`config.mk`:
```
export PLATFORM = sky130hd
export DESIGN_NAME = mult_array_pipe_hs_flat
export DESIGN_NICKNAME = d
export VERILOG_FILES = /design/src/rtl/mult_array_pipe_hs_if.sv /design/src/rtl/mult_array_pipe_hs.sv /design/src/flat_wrapper.sv
export SDC_FILE = /design/constraint.sdc
export NUM_CORES = 1
export LEC_CHECK = 0
export BUFFER_PORTS_ARGS = -buffer_cell sky130_fd_sc_hd__buf_2
export CAP_MARGIN = 25
export CORE_ASPECT_RATIO = 1.4
export CORE_MARGIN = 4
export CORE_UTILIZATION = 66
export CTS_CLUSTER_SIZE = 30
export DETAILED_ROUTE_END_ITERATION = 12
export PLACE_DENSITY_LB_ADDON = 0.25
export SLEW_MARGIN = 10
export SYNTH_ARGS = -nofsm -noshare
export SYNTH_HDL_FRONTEND = slang
export SYNTH_SLANG_ARGS = --single-unit
```
`constraint.sdc`:
```
create_clock -name clk -period 7.85 [get_ports clk]
set_clock_uncertainty 0.15 [all_clocks]
set_input_delay 0.3925 -clock clk [delete_from_list [all_inputs] [get_ports clk]]
set_output_delay 0.3925 -clock clk [all_outputs]
set_load 0.1 [all_outputs]
```
`src/rtl/mult_array_pipe_hs_if.sv`:
```
// Valid/ready bundle for the pipelined array multiplier: operand/tag input
// channel and product/tag output channel.
interface mult_array_pipe_hs_if #(
   parameter int WIDTH = 8,
   parameter int TAG_W = 4
);
   logic               in_valid;
   logic               in_ready;
   logic [WIDTH-1:0]   a;
   logic [WIDTH-1:0]   b;
   logic               sgn;
   logic [TAG_W-1:0]   in_tag;
   logic               out_valid;
   logic               out_ready;
   logic [2*WIDTH-1:0] y;
   logic [TAG_W-1:0]   out_tag;

   modport master (
      output in_valid, a, b, sgn, in_tag, out_ready,
      input  in_ready, out_valid, y, out_tag
   );

   modport slave (
      input  in_valid, a, b, sgn, in_tag, out_ready,
      output in_ready, out_valid, y, out_tag
   );
endinterface

```
`src/rtl/mult_array_pipe_hs.sv`:
```
// Pipelined array multiplier with valid/ready flow control, per-op signed or
// unsigned mode (Baugh-Wooley rows) and a tag that travels with each op.
module mult_array_pipe_hs #(
   parameter int WIDTH  = 8,
   parameter int STAGES = 4,
   parameter int TAG_W  = 4
) (
   input logic                 clk,
   input logic                 rst_n,
   mult_array_pipe_hs_if.slave bus
);
   localparam int R  = (WIDTH + STAGES - 1) / STAGES;
   localparam int PW = 2 * WIDTH;
   // Baugh-Wooley constant: +2^WIDTH +2^(2*WIDTH-1), folded into stage 0.
   localparam logic [PW-1:0] BW_CORR = (PW'(1) << (PW - 1)) | (PW'(1) << WIDTH);

   logic advance_s;

   for (genvar g = 0; g < STAGES; g++) begin : g_stage
      localparam int LO = g * R;
      localparam int HI = (((g + 1) * R) < WIDTH) ? ((g + 1) * R) : WIDTH;

      logic [WIDTH-1:0] a_i_s;
      logic [WIDTH-1:0] b_i_s;
      logic             sgn_i_s;
      logic             vld_i_s;
      logic [TAG_W-1:0] tag_i_s;
      logic [PW-1:0]    sum_i_s;
      logic [PW-1:0]    sum_nxt_s;
      logic [PW-1:0]    row_s;
      logic             vld_r;
      logic [TAG_W-1:0] tag_r;
      logic [PW-1:0]    sum_r;

      if (g == 0) begin : g_head
         assign a_i_s   = bus.a;
         assign b_i_s   = bus.b;
         assign sgn_i_s = bus.sgn;
         assign vld_i_s = bus.in_valid;
         assign tag_i_s = bus.in_tag;
         assign sum_i_s = bus.sgn ? BW_CORR : '0;
      end else begin : g_body
         assign a_i_s   = g_stage[g-1].g_ops.a_r;
         assign b_i_s   = g_stage[g-1].g_ops.b_r;
         assign sgn_i_s = g_stage[g-1].g_ops.sgn_r;
         assign vld_i_s = g_stage[g-1].vld_r;
         assign tag_i_s = g_stage[g-1].tag_r;
         assign sum_i_s = g_stage[g-1].sum_r;
      end

      // Add this stage's rows; in signed mode the cross terms with exactly one sign bit are inverted.
      always_comb begin
         sum_nxt_s = sum_i_s;
         row_s     = '0;
         for (int j = LO; j < HI; j++) begin
            row_s = '0;
            for (int i = 0; i < WIDTH; i++) begin
               row_s[i + j] = (a_i_s[i] & b_i_s[j]) ^
                              (sgn_i_s & ((i == WIDTH - 1) != (j == WIDTH - 1)));
            end
            sum_nxt_s = sum_nxt_s + row_s;
         end
      end

      // Stage register: valid, tag and partial sum move only on a global advance.
      always_ff @(posedge clk or negedge rst_n) begin
         if (!rst_n) begin
            vld_r <= 1'b0;
            tag_r <= '0;
            sum_r <= '0;
         end else if (advance_s) begin
            vld_r <= vld_i_s;
            tag_r <= tag_i_s;
            sum_r <= sum_nxt_s;
         end
      end

      if (g < STAGES - 1) begin : g_ops
         logic [WIDTH-1:0] a_r;
         logic [WIDTH-1:0] b_r;
         logic             sgn_r;

         // Operands are only needed by later stages, so the last stage drops them.
         always_ff @(posedge clk or negedge rst_n) begin
            if (!rst_n) begin
               a_r   <= '0;
               b_r   <= '0;
               sgn_r <= 1'b0;
            end else if (advance_s) begin
               a_r   <= a_i_s;
               b_r   <= b_i_s;
               sgn_r <= sgn_i_s;
            end
         end
      end
   end

   assign advance_s     = !g_stage[STAGES-1].vld_r || bus.out_ready;
   assign bus.in_ready  = advance_s;
   assign bus.out_valid = g_stage[STAGES-1].vld_r;
   assign bus.y         = g_stage[STAGES-1].sum_r;
   assign bus.out_tag   = g_stage[STAGES-1].tag_r;
endmodule

```
`src/flat_wrapper.sv`:
```
// flat-port wrapper written by rule: the top's interface ports become plain ports
module mult_array_pipe_hs_flat 
#(
   parameter int WIDTH  = 8,
   parameter int STAGES = 4,
   parameter int TAG_W  = 4
)
  (clk, rst_n, bus_in_valid, bus_a, bus_b, bus_sgn, bus_in_tag, bus_out_ready, bus_in_ready, bus_out_valid, bus_y, bus_out_tag);
  mult_array_pipe_hs_if #(.WIDTH(WIDTH), .TAG_W(TAG_W)) bus_i ();
  input logic clk;
  input logic rst_n;
  input wire logic [$bits(bus_i.in_valid)-1:0] bus_in_valid;
  input wire logic [$bits(bus_i.a)-1:0] bus_a;
  input wire logic [$bits(bus_i.b)-1:0] bus_b;
  input wire logic [$bits(bus_i.sgn)-1:0] bus_sgn;
  input wire logic [$bits(bus_i.in_tag)-1:0] bus_in_tag;
  input wire logic [$bits(bus_i.out_ready)-1:0] bus_out_ready;
  output wire logic [$bits(bus_i.in_ready)-1:0] bus_in_ready;
  output wire logic [$bits(bus_i.out_valid)-1:0] bus_out_valid;
  output wire logic [$bits(bus_i.y)-1:0] bus_y;
  output wire logic [$bits(bus_i.out_tag)-1:0] bus_out_tag;
  assign bus_i.in_valid = bus_in_valid;
  assign bus_i.a = bus_a;
  assign bus_i.b = bus_b;
  assign bus_i.sgn = bus_sgn;
  assign bus_i.in_tag = bus_in_tag;
  assign bus_i.out_ready = bus_out_ready;
  assign bus_in_ready = bus_i.in_ready;
  assign bus_out_valid = bus_i.out_valid;
  assign bus_y = bus_i.y;
  assign bus_out_tag = bus_i.out_tag;
  mult_array_pipe_hs #(.WIDTH(WIDTH), .STAGES(STAGES), .TAG_W(TAG_W)) u_core (.clk(clk), .rst_n(rst_n), .bus(bus_i));
endmodule
```
==> results_dict.tcl <==
set metrics [dict create \
    result_of_the_run "complete, no violations" \
    post_cts_resized 0 \
    report.final.setup_viol 0 \
    floorplan.initialDensity_pct 67.3 \
    post-dp-hpwl_mm 9.10 \
    port_buffers 46 \
    finalWorstPathRequiredPeriod_ps 3750 \
    grt_pass1_wl_mm 22.2 \
    seq_total_area_yosys_pct 41.7 \
    synth_enable_flop_cells 0 \
    cts_buffers 9 \
    post_cts.repair.setup_buffers 0 \
    grt_max_degree 69 \
    post_synth_instance_area_um2 6660 \
    synth.avg_cell_area_um2 8.63 \
    maxClockFrequency_mhz 267 \
    io_pins 47 \
    layout.filler_cells 771 \
    post-place-cells 923 \
    nets 884 \
    worst_slew_pin_slew_ps 860 \
    critical_path_arrival_ps 3200 \
    initial_antenna_violation_count 0 \
    crit_chain "nor2b_4 > buf_4 > clkinv_2 > buf_4 > buf_2" \
    critical_path.n_buffers_inverters 4 \
    area_growth_syn_to_layout_pct 8.58 \
    multi_input_area_um2 3470 \
    detail_route.first_pass.iterations 7 \
    synth.net_count 856 \
    global_route_total_overflow 0 \
    drive_above_1_share_pct 8.71 \
    path_delay_family "buffers and inverters" \
    cts_tree "built" \
    cts.clk_slew.worst_paths_ps 80 \
    synth_seq_cells 111 \
    rows 43 \
    min-delay-path-class "input port to flip-flop" \
    ys_top_cells_by_area "sky130_fd_sc_hd__dfrtp_1 (42%), sky130_fd_sc_hd__nand2_1 (16%), sky130_fd_sc_hd__fa_1 (7.5%), sky130_fd_sc_hd__ha_1 (6.4%), sky130_fd_sc_hd__inv_1 (3.6%)" \
    avgViaCountPerCell 5.49 \
    core_outline_area_um2 9900 \
    synthDistinctLibCells 49 \
    cts_root_buf "sky130_fd_sc_hd__clkbuf_16" \
    die_ar_um2 11800 \
    h-tree-depth 3 \
    critPathMaxFanout 68 \
    gp_congestion 0.803 \
    cell_taking_the_most_area_after_synthesis "sky130_fd_sc_hd__dfrtp_1" \
    vias_in_the_first_global_route 5283 \
    synthFlopType "sky130_fd_sc_hd__dfrtp_1" \
    number_of_nets_with_antenna_violations_after_detailed_routing 0 \
    cp.required_ps 7310 \
    async_flop_share_pct 100 \
    detail_route.iter0.violations 207 \
    insertedDiodeCount 0 \
    synthDominantCellAreaShare_pct 41.7 \
    max_slew_margin_pct 42.7 \
    die_h_um 127 \
    final_cell_count_no_fill 939 \
    synthesis.instances 772 \
    cell_mode_on_critical_path "sky130_fd_sc_hd__buf_4" \
    post-route-drc-count 0 \
    cts_num_sinks 111 \
    max-clock-path-buffers 2 \
    finalWirelength_mm 12.4 \
    worst_hold_slack_ps 84.9 \
    area.sequential_um2 2780 \
    critPathSlowestCell "sky130_fd_sc_hd__clkinv_2" \
    worst_setup_path_end_kind "output port" \
    wl_per_cell_um 13.2 \
    cp_launch_type "flip-flop" \
    via_count 5153 \
    die_width_um 92.9 \
    grt_use_total_pct 23.0 \
    maxCapViolCount 0 \
    setup_tns_ps 0 \
    rsz_0062_raised_after_global_routing "false" \
    max_transition_viols_final 0 \
    finalHoldViolCount 0 \
    postLayoutCoreUtil_pct 73.1 \
    clock_insertion_delay_worst_skew_ps 350 \
    layout_worst_path_cycle_share_pct 47.7 \
    timing_worst_setup_path_type "flip-flop to output port" \
    critical_path.max_stage_delay_ps 850 \
    ys.warnings.count 0 \
]
-- cell families after synthesis --
kind of cell | after synthesis | synth area share, %
adders and majority gates | 59 | 13.9
muxes | 6 | 0.901
buffers and inverters | 99 | 6.27
DFF | 111 | 41.7
AOI/OAI and AO/OA | 103 | 10.6
and+or+nand+nor | 377 | 24.4
xor gates and xnor gates | 17 | 2.23
-- through the flow --
| stage | setup WS [ps] | instance area, µm² |
|---|---|---|
| floorplan | 4970 | 6660 |
| global placement | 4420 | 6920 |
| detailed placement | 4360 | 6920 |
| CTS | 4120 | 7230 |
| global route | 3870 | 7230 |
| finish | 4100 | 7230 |
-- metal layers --
metal / global-route usage [%] / share of wire (%) / up-vias
met5: 0 / 0 / -
met4: 7.59 / 1.4 / 0
met3: 3.80 / 2.5 / 17
met2: 45.1 / 57 / 70
met1: 24.2 / 39 / 2507
li1: - / - / 2559
-- cells in the final DEF (no fill, tap or decap), types with 13 or more instances in the layout --
| master | instances |
|---|---|
| sky130_fd_sc_hd__nand2_1 | 290 |
| sky130_fd_sc_hd__dfrtp_1 | 111 |
| sky130_fd_sc_hd__inv_1 | 63 |
| sky130_fd_sc_hd__buf_2 | 45 |
| sky130_fd_sc_hd__ha_1 | 34 |
| sky130_fd_sc_hd__o21ai_0 | 30 |
| sky130_fd_sc_hd__fa_1 | 25 |
| sky130_fd_sc_hd__and2_1 | 20 |
| sky130_fd_sc_hd__nor3b_1 | 15 |
| sky130_fd_sc_hd__a211oi_1 | 14 |
| sky130_fd_sc_hd__nor3_1 | 14 |
| sky130_fd_sc_hd__xnor2_1 | 13 |
-- sequential cells by signal, summed over array words and instances (netlist names) --
name                        flops
u_core.bus.out_tag              4
u_core.bus.out_valid            1
u_core.bus.y                   16
u_core.g_stage.g_ops.a_r       24
u_core.g_stage.g_ops.b_r       12
u_core.g_stage.g_ops.sgn_r      2
u_core.g_stage.sum_r           37
u_core.g_stage.tag_r           12
u_core.g_stage.vld_r            3
-- synthesized netlist by cell type (5+ instances only) --
cell type	count
sky130_fd_sc_hd__mux2i_1	6
sky130_fd_sc_hd__o21ai_0	30
sky130_fd_sc_hd__nor3_1	14
sky130_fd_sc_hd__o22ai_1	6
sky130_fd_sc_hd__nand3b_1	6
sky130_fd_sc_hd__nor3b_1	15
sky130_fd_sc_hd__inv_1	64
sky130_fd_sc_hd__o21bai_1	5
sky130_fd_sc_hd__xnor2_1	13
sky130_fd_sc_hd__buf_2	22
sky130_fd_sc_hd__fa_1	25
sky130_fd_sc_hd__a221oi_1	7
sky130_fd_sc_hd__o21a_1	6
sky130_fd_sc_hd__dfrtp_1	111
sky130_fd_sc_hd__a21oi_1	8
sky130_fd_sc_hd__nor2_1	10
sky130_fd_sc_hd__and2_1	20
sky130_fd_sc_hd__nand2_1	290
sky130_fd_sc_hd__a211oi_1	14
sky130_fd_sc_hd__clkbuf_1	8
sky130_fd_sc_hd__a21o_1	6
sky130_fd_sc_hd__ha_1	34
-- path summary, 6_finish.rpt --
path	startpoint	end	slack, ps	depth (start not counted)
worst max-delay path	u_core.bus.out_valid	bus_in_ready	4100	5
worst min-delay path	bus_in_tag[3]	u_core.g_stage[0].tag_r[3]	80	3
worst max register to register	u_core.bus.out_valid	u_core.bus.y[12]	4510	7
worst min register to register	u_core.bus.y[8]	u_core.bus.y[8]	310	2
max in group asynchronous	rst_n	u_core.g_stage[2].sum_r[1]	5930	3
min in group asynchronous	rst_n	u_core.g_stage[1].g_ops.sgn_r	510	2
-- timing repair --
action                                  in CTS  in global routing
endpoints found under the setup margin       0                  0
endpoints found under the hold margin       58                  0
hold buffers                                 1                  0
-- layout make-up --
cell class                      instances  area share, %
Sequential cell                       111           38.4
Tap cell                              135           2.33
Clock inverter                          6           1.07
Inverter                               65           3.39
Clock buffer                            9           3.11
Multi-Input combinational cell        562           47.9
Timing Repair Buffer                   51           3.77
-- worst reg2reg max path: stages, from the launching register on --
cell	delay (ps)
sky130_fd_sc_hd__dfrtp_1	350
sky130_fd_sc_hd__nor2b_4	130
sky130_fd_sc_hd__buf_4	520
sky130_fd_sc_hd__clkinv_2	870
sky130_fd_sc_hd__buf_4	590
sky130_fd_sc_hd__and3_1	290
sky130_fd_sc_hd__a221oi_1	220
sky130_fd_sc_hd__nand2_1	90
Power is left out: the tool's default activity adds up to more than one toggle a clock period on the data nets, which glitch-free logic cannot reach.
